[config.mk]
export PLATFORM = sky130hd
export DESIGN_NAME = bus_reg_slice
export DESIGN_NICKNAME = d
export VERILOG_FILES = /design/src/rtl/bus_reg_slice.sv
export SDC_FILE = /design/constraint.sdc
export NUM_CORES = 1
export LEC_CHECK = 0
export CORE_ASPECT_RATIO = 0.75
export CORE_UTILIZATION = 35
export DETAILED_ROUTE_END_ITERATION = 8
export GPL_TIMING_DRIVEN = 0
export PLACE_DENSITY = 0.76
export SLEW_MARGIN = 20
export SYNTH_ARGS = -nofsm -noshare
export SYNTH_HDL_FRONTEND = slang
export SYNTH_SLANG_ARGS = --single-unit
[constraint.sdc]
create_clock -name clk -period 2.35 [get_ports clk]
set_input_delay 0.47 -clock clk [delete_from_list [all_inputs] [get_ports clk]]
set_output_delay 0.47 -clock clk [all_outputs]
set_load 0.005 [all_outputs]
[src/rtl/bus_reg_slice.sv]
// Registered request/response slice between the arbitrated master port and the slave bus.
// Every output is a flop; a stalled slave is aborted with ERR_DATA after TIMEOUT cycles.
module bus_reg_slice #(
    parameter int          TIMEOUT  = 255,
    parameter logic [31:0] ERR_DATA = 32'hDEAD_BEEF
) (
    input  logic        clk,
    input  logic        resetn,
    input  logic        m_valid,
    output logic        m_ready,
    input  logic [31:0] m_addr,
    output logic [31:0] m_rdata,
    input  logic [31:0] m_wdata,
    input  logic [3:0]  m_wstrb,
    output logic        s_valid,
    input  logic        s_ready,
    output logic [31:0] s_addr,
    input  logic [31:0] s_rdata,
    output logic [31:0] s_wdata,
    output logic [3:0]  s_wstrb,
    output logic        err,
    input  logic        err_clr
);

    // A zero TIMEOUT still needs a 1-bit counter so the declarations stay legal.
    localparam int               CNT_W      = (TIMEOUT > 0) ? $clog2(TIMEOUT + 1) : 1;
    localparam logic [CNT_W-1:0] CNT_LAST   = CNT_W'((TIMEOUT > 0) ? TIMEOUT - 1 : 0);
    localparam logic             TIMEOUT_EN = (TIMEOUT != 0);

    typedef enum logic [1:0] {
        ST_IDLE = 2'd0,
        ST_REQ  = 2'd1,
        ST_RESP = 2'd2
    } state_t;

    state_t            state_reg, state_next;
    logic [CNT_W-1:0]  cnt_reg, cnt_next;
    logic              m_ready_reg, m_ready_next;
    logic [31:0]       m_rdata_reg, m_rdata_next;
    logic              s_valid_reg, s_valid_next;
    logic [31:0]       s_addr_reg, s_addr_next;
    logic [31:0]       s_wdata_reg, s_wdata_next;
    logic [3:0]        s_wstrb_reg, s_wstrb_next;
    logic              err_reg, err_next;
    logic              abort;

    always_ff @(posedge clk or negedge resetn) begin
        if (!resetn) begin
            state_reg   <= ST_IDLE;
            cnt_reg     <= '0;
            m_ready_reg <= 1'b0;
            m_rdata_reg <= '0;
            s_valid_reg <= 1'b0;
            s_addr_reg  <= '0;
            s_wdata_reg <= '0;
            s_wstrb_reg <= '0;
            err_reg     <= 1'b0;
        end else begin
            state_reg   <= state_next;
            cnt_reg     <= cnt_next;
            m_ready_reg <= m_ready_next;
            m_rdata_reg <= m_rdata_next;
            s_valid_reg <= s_valid_next;
            s_addr_reg  <= s_addr_next;
            s_wdata_reg <= s_wdata_next;
            s_wstrb_reg <= s_wstrb_next;
            err_reg     <= err_next;
        end
    end

    always_comb begin
        state_next   = state_reg;
        cnt_next     = cnt_reg;
        m_ready_next = 1'b0;
        m_rdata_next = m_rdata_reg;
        s_valid_next = s_valid_reg;
        s_addr_next  = s_addr_reg;
        s_wdata_next = s_wdata_reg;
        s_wstrb_next = s_wstrb_reg;
        abort        = 1'b0;

        case (state_reg)
            ST_IDLE: begin
                if (m_valid) begin
                    s_addr_next  = m_addr;
                    s_wdata_next = m_wdata;
                    s_wstrb_next = m_wstrb;
                    s_valid_next = 1'b1;
                    cnt_next     = '0;
                    state_next   = ST_REQ;
                end
            end
            ST_REQ: begin
                // A completion in the last allowed cycle beats the abort.
                if (s_ready) begin
                    m_rdata_next = s_rdata;
                    s_valid_next = 1'b0;
                    m_ready_next = 1'b1;
                    state_next   = ST_RESP;
                end else begin
                    if (cnt_reg != '1) begin
                        cnt_next = cnt_reg + 1'b1;
                    end
                    if (TIMEOUT_EN && (cnt_reg == CNT_LAST)) begin
                        abort        = 1'b1;
                        m_rdata_next = ERR_DATA;
                        s_valid_next = 1'b0;
                        m_ready_next = 1'b1;
                        state_next   = ST_RESP;
                    end
                end
            end
            ST_RESP: begin
                state_next = ST_IDLE;
            end
            default: begin
                state_next   = ST_IDLE;
                s_valid_next = 1'b0;
            end
        endcase

        // Setting on abort takes priority over a simultaneous clear.
        err_next = abort | (err_reg & ~err_clr);
    end

    assign m_ready = m_ready_reg;
    assign m_rdata = m_rdata_reg;
    assign s_valid = s_valid_reg;
    assign s_addr  = s_addr_reg;
    assign s_wdata = s_wdata_reg;
    assign s_wstrb = s_wstrb_reg;
    assign err     = err_reg;

endmodule
---- Word-level counts from Yosys, hierarchy flattened ----
Index checks and enable logic that the tools add are counted.
operators by class
  reductions and logical operators ........ 8
  equality and inequality tests ........... 8
  div/mod/pow operators ................... 0
  shift-type cells ........................ 0
  multipliers ............................. 0
  muxes and demuxes ....................... 19
  magnitude comparators ................... 0
  $add $sub $neg .......................... 1
  bitwise operators ....................... 4
operators with widths
  kind                                           number
  2-to-1 mux 32 bit                              2
  2-to-1 mux 8 bit                               3
  one-hot mux 8 bit (2 select lines)             1
  adder 8 x 1 -> 8 bit, second input constant    1
  == test 8 bit, second input constant           1
  2-to-1 mux 1 bit                               8
  != test 8 bit, second input constant           1
  2-to-1 mux 2 bit                               3
  != test 2 bit, second input constant           3
  AND reduction 2 bit                            3
  one-hot mux 2 bit (2 select lines)             1
  AND reduction 4 bit                            1
  nonzero test 2 bit                             2
  != test 3 bit, second input constant           1
  one-hot mux 1 bit (3 select lines)             1
  AND reduction 3 bit                            1
  == test 2 x 1 -> 1 bit, second input constant  1
  == test 2 bit, second input constant           1
  logical NOT 2 bit                              1
  inverter 1 bit                                 2
  AND 1 bit                                      1
  bitwise OR 1 bit                               1
storage, ports and cells
  word-level logic and storage cells ...... 49
  latch bits .............................. 0
  bits of input ports ..................... 105
  ROM bits ................................ 0
  memory bits (writable) .................. 0
  register bits after elaboration ......... 113
  memories kept ........................... 0
  output and inout bits ................... 103

---- Longest topological paths before layout ----
Gate-level depths: netlist of the first run.
  word-level depth ........................ 5
  gate-level depth with buffers ........... 7
  gate-level depth less buffers ........... 6

---- Least setup slack after synthesis of the first run ----
OpenSTA, ideal clock, no wires.
  kind .................................... input to register
  start ................................... in s_ready
  end ..................................... reg cnt_reg[5]
  path slack .............................. 0.762 ns
  library setup time ...................... 0.078 ns
  required time ........................... 2.272 ns
  path buffers ............................ 0
  stages .................................. 4
  arrival ................................. 1.510 ns
  cell sequence ........................... nand2b_1 a211o_1 or4_1 a21oi_1
between the ends
  longest elaborated chain between the ends .. 2
ends and longest elaborated chain
  what                                  line  RTL
  start: declaration                    16    input logic s_ready,
  != test 2 bit (no source line)        -
  AND reduction 4 bit (no source line)  -
  end signal: assignment                60    cnt_reg <= cnt_next;
  end: declaration                      37    logic [CNT_W-1:0] cnt_reg, cnt_next;
No other way between the ends.
A chain may end at the register's enable or synchronous reset.

---- Worst setup path in the final report of the first run ----
  start ................................... in m_valid
  end ..................................... reg s_addr_reg[24], in the netlist s_addr[24]
between the ends
  longest elaborated chain between the ends .. 1
ends and longest elaborated chain
  what                                  line  RTL
  start: declaration                    9     input logic m_valid,
  AND reduction 2 bit (no source line)  -
  end signal: assignment                64    s_addr_reg <= s_addr_next;
  end: declaration                      41    logic [31:0] s_addr_reg, s_addr_next;
No other way between the ends.

==> reports/qor.yml, run 1 <==
status:
  status: "complete, no violations"
die:
  die_width_microns: 132
  pin_count: 208
  rows: 35
  start_util: 0.361
  die_h_microns: 99.6
  dieArea_sq_mm: 0.0131
  core_area_sq_mm: 0.0123
cts:
  clockBufferDepth: 2
  clk_latency_ns: 0.40
  cts_hold_buf: 0
  cts_tree: "yes"
  cts_setup_buffers: 0
  clk_pin_slew_ns: 0.05
  clock-sinks: 113
  clockRootBuffer: "clkbuf_16"
  cts_max_level: 4
  cts_buffers: 17
drt:
  drt_iter0_markers: 128
  ant_nets: 0
  drc_errors: 0
  num_vias: 4080
  via_per_inst: 4.60
  wl_per_cell_microns: 14.1
  first_pass_iters: 6
  drt_wl_total_mm: 12.5
yosys:
  synth-edff-count: 0
  ys.flop_type: "dfrtp_1"
  ys_seq_area_frac: 0.637
  syn-instance-count: 482
  synth_cell_type_count: 31
  synth_top_area_cell: "dfrtp_1"
  mappedNetlistArea_sq_mm: 0.00444
  syn_avg_cell_area_sq_um: 9.22
  synth_fp_nets: 589
  synth-seq-cells: 113
  yosysWarnings: 0
  synth_top_area_frac: 0.637
  ys_top_cells_by_area: "dfrtp_1 (64%), nand2_1 (22%), nand3_1 (3.2%)"
  synth_async_sr_flop_share: 1.00
placement:
  placedCellCount: 856
  port_buffers: 207
  dp_hpwl_mm: 9.36
  place_congestion: 0.870
global_route:
  grt-ovfl-total: 0
  grt_pass1_wl_mm: 20.0
  grt_max_degree: 58
  grt_pass1_vias: 4064
  antenna_found_initial: 0
  track_usage: 0.195
final_layout:
  multi_input_area_sq_mm: 0.00150
  layout_commonest_cell: "nand2_1"
  nets: 816
  layout_common_cells: "nand2_1 (259), clkdlybuf4s50_1 (206), dfrtp_1 (113), nand3_1 (28), clkbuf_1 (22)"
  final_util: 0.599
  drive_gt1_frac: 0.0527
  finalNonFillerCells: 887
  area_growth_pct: 65.9
  seqCellArea_sq_mm: 0.00283
  n_antenna_cell: 0
  fillCellCount: 1003
sta:
  holdWs_ns: 0.0238
  rsz0062_at_grt: "false"
  fin_crit_sh: 0.841
  slew_violations: 0
  hold_viol: 0
  fin_crit_ns: 1.98
  finClkSkew_ns: 0.00881
  setup_violations: 0
  tightest_slew_ns: 0.546
  slew_headroom: 0.636
  fmax_ghz: 0.506
min_path:
  hp-class: "in -> async"
critical_path:
  endpoint_kind: "register"
  worstPathArrival_ns: 2.31
  cp.required_ns: 2.69
  crit_fanout: 10
  start_kind: "input pin"
  path_class: "in -> reg"
power:
  p_leak_nw: 3.49
  powerDensity_mw_per_mm2: 1220
  peakVddDrop_mv: 0.504
flow_run:
  cap_violations: 0
routing by layer:
metal | vias up | track usage | routed length (microns) | share of wire
li1 | 1992 | - | - | -
met1 | 1928 | 0.249 | 5700 | 0.46
met2 | 136 | 0.316 | 5910 | 0.47
met3 | 24 | 0.0469 | 681 | 0.054
met4 | 0 | 0.0894 | 225 | 0.018
met5 | - | 0 | 0 | 0
path summary, 6_finish.rpt:
kind                              start           to  slack, ns  cells after the start
max                             m_valid   s_addr[24]       0.37                      6
min reg2reg                 s_wdata[20]  s_wdata[20]       0.47                      2
max reg2reg                state_reg[1]  m_rdata[13]       0.55                      6
max in group asynchronous        resetn   cnt_reg[6]       1.66                      2
min in group clk            s_wdata[20]  s_wdata[20]       0.47                      2
min                              resetn   s_addr[11]       0.02                      1
report_power, final:
part / switching [W] / total (W) / internal, W
logic: 0.00119 / 0.00307 / 0.00188
registers: 0.000486 / 0.00324 / 0.00275
clock network: 0.000860 / 0.00268 / 0.00182
total: 0.00253 / 0.00898 / 0.00645
through the flow:
step | cell area (sq um) | TNS, ns | setup slack, ns | total power (W)
5_1_grt | 7370 | 0 | 0.218 | 0.00952
4_1_cts | 7370 | 0 | 0.141 | 0.00909
2_1_floorplan | 4440 | 0 | 0.762 | 0.00420
3_5_place_dp | 6750 | -10.35 | -0.266 | 0.00636
6_report | 7370 | 0 | 0.373 | 0.00898
3_3_place_gp | 6720 | -386.54 | -3.35 | 0.00624
cells in the mapped netlist (3+ instances only):
cell and number:
nand2_1 259, dfrtp_1 113, nand3_1 28, clkbuf_1 21, a22o_1 8, inv_1 6
a21oi_1 5, o21ai_0 4, o31ai_1 4, or4_1 4, buf_2 3
cells by family after synthesis:
group                      Yosys count  share of synthesized area
DFF                                113                      0.637
and+or+nand+nor                    306                      0.279
adders and majority gates            2                    0.00563
buffers and inverters               30                     0.0262
muxes                                1                    0.00254
AOI/OAI and AO/OA                   30                     0.0499
final cells by class:
class                      count  share of cell area
sequential                   113               0.384
tap                          166              0.0282
inverter                       6             0.00306
buffer                        24              0.0129
timing repair buffer         208               0.285
multi-input combinational    339               0.203
clock buffer                  21              0.0625
clock inverter                10              0.0216
worst max-delay path, cell delays in order:
cell	delay (ns)
clkdlybuf4s50_1	0.59
nor3b_1	0.27
clkbuf_2	0.33
clkbuf_1	0.44
nand2_1	0.13
nand2_1	0.08
repair_timing:
item,in CTS,in global routing
resized for setup,0,2
endpoints found under the hold margin,0,0
setup endpoints to repair,0,5
Power figures use the tool's default switching activity.
==> run 2: changes to the inputs <==
--- a/config.mk
+++ b/config.mk
@@ -9,7 +9,7 @@
 export CORE_UTILIZATION = 35
 export DETAILED_ROUTE_END_ITERATION = 8
 export GPL_TIMING_DRIVEN = 0
-export PLACE_DENSITY = 0.76
+export PLACE_DENSITY = 0.79
 export SLEW_MARGIN = 20
 export SYNTH_ARGS = -nofsm -noshare
 export SYNTH_HDL_FRONTEND = slang
==> constraint.sdc (replaced) <==
create_clock -name clk -period 1.73 [get_ports clk]
set_input_delay 0.346 -clock clk [delete_from_list [all_inputs] [get_ports clk]]
set_output_delay 0.346 -clock clk [all_outputs]
set_load 0.005 [all_outputs]
==> run 2 against run 1 <==
  * Via count increased by 2.5%
  * First-iteration DRC count increased by 21%
  * Critical path depth decreased by 1
  * Global-route usage increased by 0.84 points
  * Cell count increased by 0.45%
  * Sequential power increased by 36%
  * Clock skew about the same
  * Count of clock-buffer cells in the layout unchanged
==> reports/qor.yml, run 2 (synthesized netlist as in run 1, its figures left out) <==
status:
  status: "complete, no violations"  # unchanged
placement:
  placedCellCount: 856  # unchanged
  place_ws_ns: -0.744  # was -0.266 ns
  place_congestion: 0.913  # was 0.870
  dp_hpwl_mm: 9.50  # was 9.36 mm
  port_buffers: 207  # unchanged
global_route:
  grt-ovfl-total: 0  # unchanged
  grt_pass1_vias: 4214  # was 4064
  antenna_found_initial: 0  # unchanged
  grt_pass1_wl_mm: 20.7  # was 20.0 mm
  grt_max_degree: 61  # was 58
  track_usage: 0.203  # was 0.195
power:
  powerDensity_mw_per_mm2: 1600  # was 1220 mW/mm^2
  switchingPower_w: 0.00348  # was 0.00253 W
  clockPowerShare: 0.266  # was 0.298
  total_power_w: 0.0118  # was 0.00898 W
  p_seq_frac: 0.373  # was 0.361
  swShare: 0.295  # was 0.282
  peakVddDrop_mv: 0.724  # was 0.504 mV
  p_int_w: 0.00834  # was 0.00645 W
  p_leak_nw: 3.51  # was 3.49 nW
  pwr-share-comb: 0.360  # was 0.341
drt:
  first_pass_iters: 4  # was 6
  wl_per_cell_microns: 14.6  # was 14.1 microns
  drt_wl_total_mm: 13.0  # was 12.5 mm
  ant_nets: 0  # unchanged
  drt_iter0_markers: 155  # was 128
  drc_errors: 0  # unchanged
  num_vias: 4182  # was 4080
  via_per_inst: 4.69  # was 4.60
flow_run:
  cap_violations: 0  # unchanged
sta:
  setup_ws_ns: 0.0397  # was 0.373 ns
  finClkSkew_ns: 0.00842  # was 0.00881 ns
  hold_viol: 0  # unchanged
  fin_crit_ns: 1.69
  fmax_ghz: 0.592
  tightest_slew_ns: 0.513  # was 0.546 ns
  slew_headroom: 0.658  # was 0.636
  slew_violations: 0  # unchanged
  fin_crit_sh: 0.977
  setup_violations: 0  # unchanged
  final.setup.tns_ns: 0  # unchanged
cts:
  clockBufferDepth: 2  # unchanged
  cts_tree: "yes"  # unchanged
  cts_max_level: 4  # unchanged
  clock-sinks: 113  # unchanged
  clk_pin_slew_ns: 0.05  # about the same
  clk_latency_ns: 0.40  # about the same
  cts_buffers: 17  # unchanged
  clockRootBuffer: "clkbuf_16"  # unchanged
critical_path:
  path_class: "in -> reg"  # unchanged
  crit_fanout: 5  # was 10
  worstPathArrival_ns: 2.02  # was 2.31 ns
  reg2reg_depth: 6  # unchanged
  endpoint_kind: "register"  # unchanged
  crit_start: "s_ready"  # was m_valid
  cp.required_ns: 2.06  # was 2.69 ns
  reg2reg_from: "cnt_reg[0]"  # was state_reg[1]
  start_kind: "input pin"  # unchanged
die:
  die_width_microns: 132  # unchanged
  pin_count: 208  # unchanged
  core_area_sq_mm: 0.0123  # unchanged
  start_util: 0.361  # unchanged
  rows: 35  # unchanged
  die_h_microns: 99.6  # unchanged
  dieArea_sq_mm: 0.0131  # unchanged
final_layout:
  fillCellCount: 1030  # was 1003
  n_antenna_cell: 0  # unchanged
  area_growth_pct: 66.0  # was 65.9%
  finalNonFillerCells: 891  # was 887
  drive_gt1_frac: 0.0855  # was 0.0527
  layout_commonest_cell: "nand2_1"  # unchanged
  final_util: 0.599  # about the same
  layout_common_cells: "nand2_1 (258), clkdlybuf4s50_1 (206), dfrtp_1 (110), nand3_1 (28), clkbuf_16 (17)"  # was nand2_1 (259), clkdlybuf4s50_1 (206), dfrtp_1 (113), nand3_1 (28), clkbuf_1 (22)
  nets: 819  # was 816
min_path:
  hp-class: "in -> async"  # unchanged
[run 2: changes by cell type in the layout (fill, tap and decap cells not counted), moves of 2 or more]
cell,previous run,this run
clkinvlp_4,2,4
dfrtp_1,113,110
dfrtp_2,0,3
clkinv_2,3,6
clkbuf_2,1,13
bufinv_16,4,1
clkbuf_1,22,8
buf_4,0,4
[run 2: through the flow]
step           hold WS (ns)  instance area (sq um)
6_report              0.453                   7370
5_1_grt               0.462                   7370
4_1_cts               0.453                   7310
3_5_place_dp          0.336                   6750
3_3_place_gp          0.456                   6720
2_1_floorplan        0.0504                   4440
[run 2: power by group through the flow]
stage / logic (W) / clock network (W) / registers, W
after floorplan: 0.00126 / 0 / 0.00445
after global placement: 0.00410 / 0 / 0.00437
after detailed placement: 0.00422 / 0 / 0.00444
after CTS: 0.00426 / 0.00322 / 0.00441
after global routing: 0.00463 / 0.00338 / 0.00456
final: 0.00426 / 0.00315 / 0.00441
[run 2: cell type report]
class                      instances  area [sq um]  area share
timing repair buffer             212          2130       0.289
clock inverter                    11          90.1      0.0122
buffer                            23           120      0.0163
clock buffer                      21           450      0.0611
tap                              166           208      0.0282
inverter                           6          22.5     0.00305
sequential                       113          2830       0.384
multi-input combinational        339          1520       0.206
[run 2: worst max-delay path, cell delays in order]
cell	delay [ns]
clkdlybuf4s50_1	0.49
nand2b_4	0.20
a211o_1	0.34
or4_1	0.49
a21oi_1	0.15
[run 2: path summary, 6_finish.rpt]
| path | endpoint | slack [ns] |
|---|---|---|
| setup / recovery | cnt_reg[7] | 0.04 |
| hold / removal | s_addr[9] | 0.45 |
| setup reg to reg | m_rdata[25] | 0.06 |
| hold reg to reg | s_addr[18] | 0.47 |
| max in group asynchronous | cnt_reg[0] | 0.58 |
| min in group clk | s_addr[18] | 0.47 |
[run 2: what timing repair did]
item,in CTS,in global routing
endpoints found under the setup margin,91,55
resized for setup,10,26
gates cloned,0,0
buffers inserted,0,3
pin swaps,0,2
hold buffers,1,0
hold endpoints to repair,53,0
[run 2: per-layer routing]
layer  track usage  up-vias  routed length (microns)
li1              -     1999                        -
met1         0.242     2001                     5600
met2         0.339      159                     6370
met3        0.0663       23                      780
met4        0.0886        0                      282
met5             0        -                        0
==> run 3: changes to the inputs <==
--- a/config.mk
+++ b/config.mk
@@ -9,7 +9,7 @@
 export CORE_UTILIZATION = 35
 export DETAILED_ROUTE_END_ITERATION = 8
 export GPL_TIMING_DRIVEN = 0
-export PLACE_DENSITY = 0.79
+export PLACE_DENSITY = 0.7
 export SLEW_MARGIN = 20
 export SYNTH_ARGS = -nofsm -noshare
 export SYNTH_HDL_FRONTEND = slang
==> constraint.sdc (replaced) <==
create_clock -name clk -period 1.9 [get_ports clk]
set_input_delay 0.38 -clock clk [delete_from_list [all_inputs] [get_ports clk]]
set_output_delay 0.38 -clock clk [all_outputs]
set_load 0.005 [all_outputs]
==> run 3 against run 2 <==
  * Sequential power fell by 9.5%
  * Wire length is 4.5% lower
  * Critical endpoint is now s_addr[20]
  * Worst setup slack improved by 0.083 ns
  * First-iteration DRC count is 34% higher
  * Register-to-register slack better by 0.08 ns
  * Global-route usage is 1.1 points lower
  * Non-clock buffer count down 3
==> reports/qor.yml, run 3 (synthesized netlist as in run 1, its figures left out) <==
status:
  status: "complete, no violations"  # unchanged
drt:
  first_pass_iters: 5  # was 4
  via_per_inst: 4.63  # was 4.69
  num_vias: 4107  # was 4182
  wl_per_cell_microns: 14.0  # was 14.6 microns
  ant_nets: 0  # unchanged
  drt_iter0_markers: 208  # was 155
  drt_wl_total_mm: 12.4  # was 13.0 mm
  drc_errors: 0  # unchanged
placement:
  place_area_sq_mm: 0.00675  # unchanged
  placedCellCount: 856  # unchanged
  place_congestion: 0.890  # was 0.913
  place_ws_ns: -0.660  # was -0.744 ns
  dp_hpwl_mm: 9.12  # was 9.50 mm
  port_buffers: 207  # unchanged
critical_path:
  start_kind: "input pin"  # unchanged
  endpoint_kind: "register"  # unchanged
  rr_endpoint: "m_rdata[15]"  # was m_rdata[25]
  crit_start: "m_valid"  # was s_ready
  reg2reg_from: "cnt_reg[0]"  # unchanged
  crit_fanout: 10  # was 5
  reg2reg_depth: 6  # unchanged
  cp.required_ns: 2.24  # was 2.06 ns
  regToRegSetupSlack_ns: 0.14  # was 0.06 ns
  worstPathArrival_ns: 2.11  # was 2.02 ns
  crit_end: "s_addr[20]"  # was cnt_reg[7]
  path_class: "in -> reg"  # unchanged
sta:
  slew_violations: 0  # unchanged
  setup_ws_ns: 0.122  # was 0.0397 ns
  finClkSkew_ns: 0.00927  # was 0.00842 ns
  fin_crit_ns: 1.78
  fin_crit_sh: 0.936
  fmax_ghz: 0.563
  slew_headroom: 0.668  # was 0.658
  setup_violations: 0  # unchanged
  hold_viol: 0  # unchanged
  tightest_slew_ns: 0.498  # was 0.513 ns
  rsz0062_at_grt: "false"
  holdWs_ns: 0.470  # was 0.453 ns
cts:
  cts_tree: "yes"  # unchanged
  cts_buffers: 17  # unchanged
  clk_pin_slew_ns: 0.05  # about the same
  cts_max_level: 4  # unchanged
  clockRootBuffer: "clkbuf_16"  # unchanged
  clock-sinks: 113  # unchanged
  cts_setup_buffers: 0  # unchanged
  clk_latency_ns: 0.40  # about the same
  clockBufferDepth: 2  # unchanged
final_layout:
  design_area_sq_mm: 0.00741  # was 0.00737 sq mm
  layout_commonest_cell: "nand2_1"  # unchanged
  fillCellCount: 1065  # was 1030
  nets: 816  # was 819
  n_antenna_cell: 0  # unchanged
  finalNonFillerCells: 888  # was 891
  drive_gt1_frac: 0.0651  # was 0.0855
  layout_common_cells: "nand2_1 (259), clkdlybuf4s50_1 (206), dfrtp_1 (113), nand3_1 (28), clkbuf_16 (17)"  # was nand2_1 (258), clkdlybuf4s50_1 (206), dfrtp_1 (110), nand3_1 (28), clkbuf_16 (17)
  area_growth_pct: 66.8  # was 66.0%
die:
  die_h_microns: 99.6  # unchanged
  dieArea_sq_mm: 0.0131  # unchanged
  rows: 35  # unchanged
  pin_count: 208  # unchanged
  die_width_microns: 132  # unchanged
  core_area_sq_mm: 0.0123  # unchanged
  start_util: 0.361  # unchanged
global_route:
  track_usage: 0.192  # was 0.203
  grt_pass1_vias: 4060  # was 4214
  grt_max_degree: 68  # was 61
  grt_pass1_wl_mm: 19.9  # was 20.7 mm
  antenna_found_initial: 0  # unchanged
  grt-ovfl-total: 0  # unchanged
min_path:
  hp-start: "s_addr[13]"
  hp-class: "reg -> reg"  # was in -> async
flow_run:
  cap_violations: 0  # unchanged
power:
  p_leak_nw: 3.52  # was 3.51 nW
  powerDensity_mw_per_mm2: 1510  # was 1600 mW/mm^2
  peakVddDrop_mv: 0.707  # was 0.724 mV
## run 3: changes by cell type in the layout (fill, tap and decap cells not counted), sizes merged
cell | previous run | this run
bufinv | 1 | 5
buf | 9 | 5
clkinv | 6 | 4
clkbuf | 40 | 41
clkinvlp | 4 | 2
## run 3: metal layers
layer	vias to the layer above	global-route usage	wire, microns
met2	138	0.315	5700
met1	1944	0.247	5820
li1	2004	-	-
met3	21	0.0479	706
met5	-	0	0
met4	0	0.0725	215
## run 3: worst min-delay path by stage
stage	to	cells after the start
CTS	s_addr[17]	2
detailed placement	s_wdata[25]	1
global route	s_addr[17]	2
global placement	s_addr[7]	2
floorplan	cnt_reg[0]	0
finish	s_addr[13]	2
## run 3: final cells by class
type	count	area, sq um	area share
plain buffers	23	101	0.0137
clock buffers	21	450	0.0608
clock inverters	11	185	0.0250
inverters	6	22.5	0.00304
multi-input cells	339	1500	0.203
flip-flops and latches	113	2830	0.382
well taps	166	208	0.0280
repair buffers	209	2110	0.285
## run 3: what timing repair did
item | in CTS | in global routing
resized for setup | 2 | 15
setup endpoints to repair | 70 | 74
hold endpoints to repair | 46 | 0
hold buffers | 1 | 0
## run 3: metrics by stage
| step | total power (W) | utilization | TNS, ns |
|---|---|---|---|
| 2_1_floorplan | 0.00519 | - | 0 |
| 3_5_place_dp | 0.00785 | 0.549 | -42.02 |
| 6_report | 0.0112 | 0.602 | 0 |
| 5_1_grt | 0.0119 | 0.602 | 0 |
| 4_1_cts | 0.0113 | 0.601 | 0 |
| 3_3_place_gp | 0.00773 | 0.546 | -468.55 |
## run 3: critical path, cell delays in order
cell,delay [ns]
clkdlybuf4s50_1,0.57
nor3b_1,0.31
clkbuf_2,0.36
clkbuf_2,0.33
nand2_1,0.09
nand2_1,0.06
## run 3: power by group
part	switching (W)	internal [W]
Sequential	0.000585	0.00340
Clock	0.00105	0.00235
Combinational	0.00146	0.00233
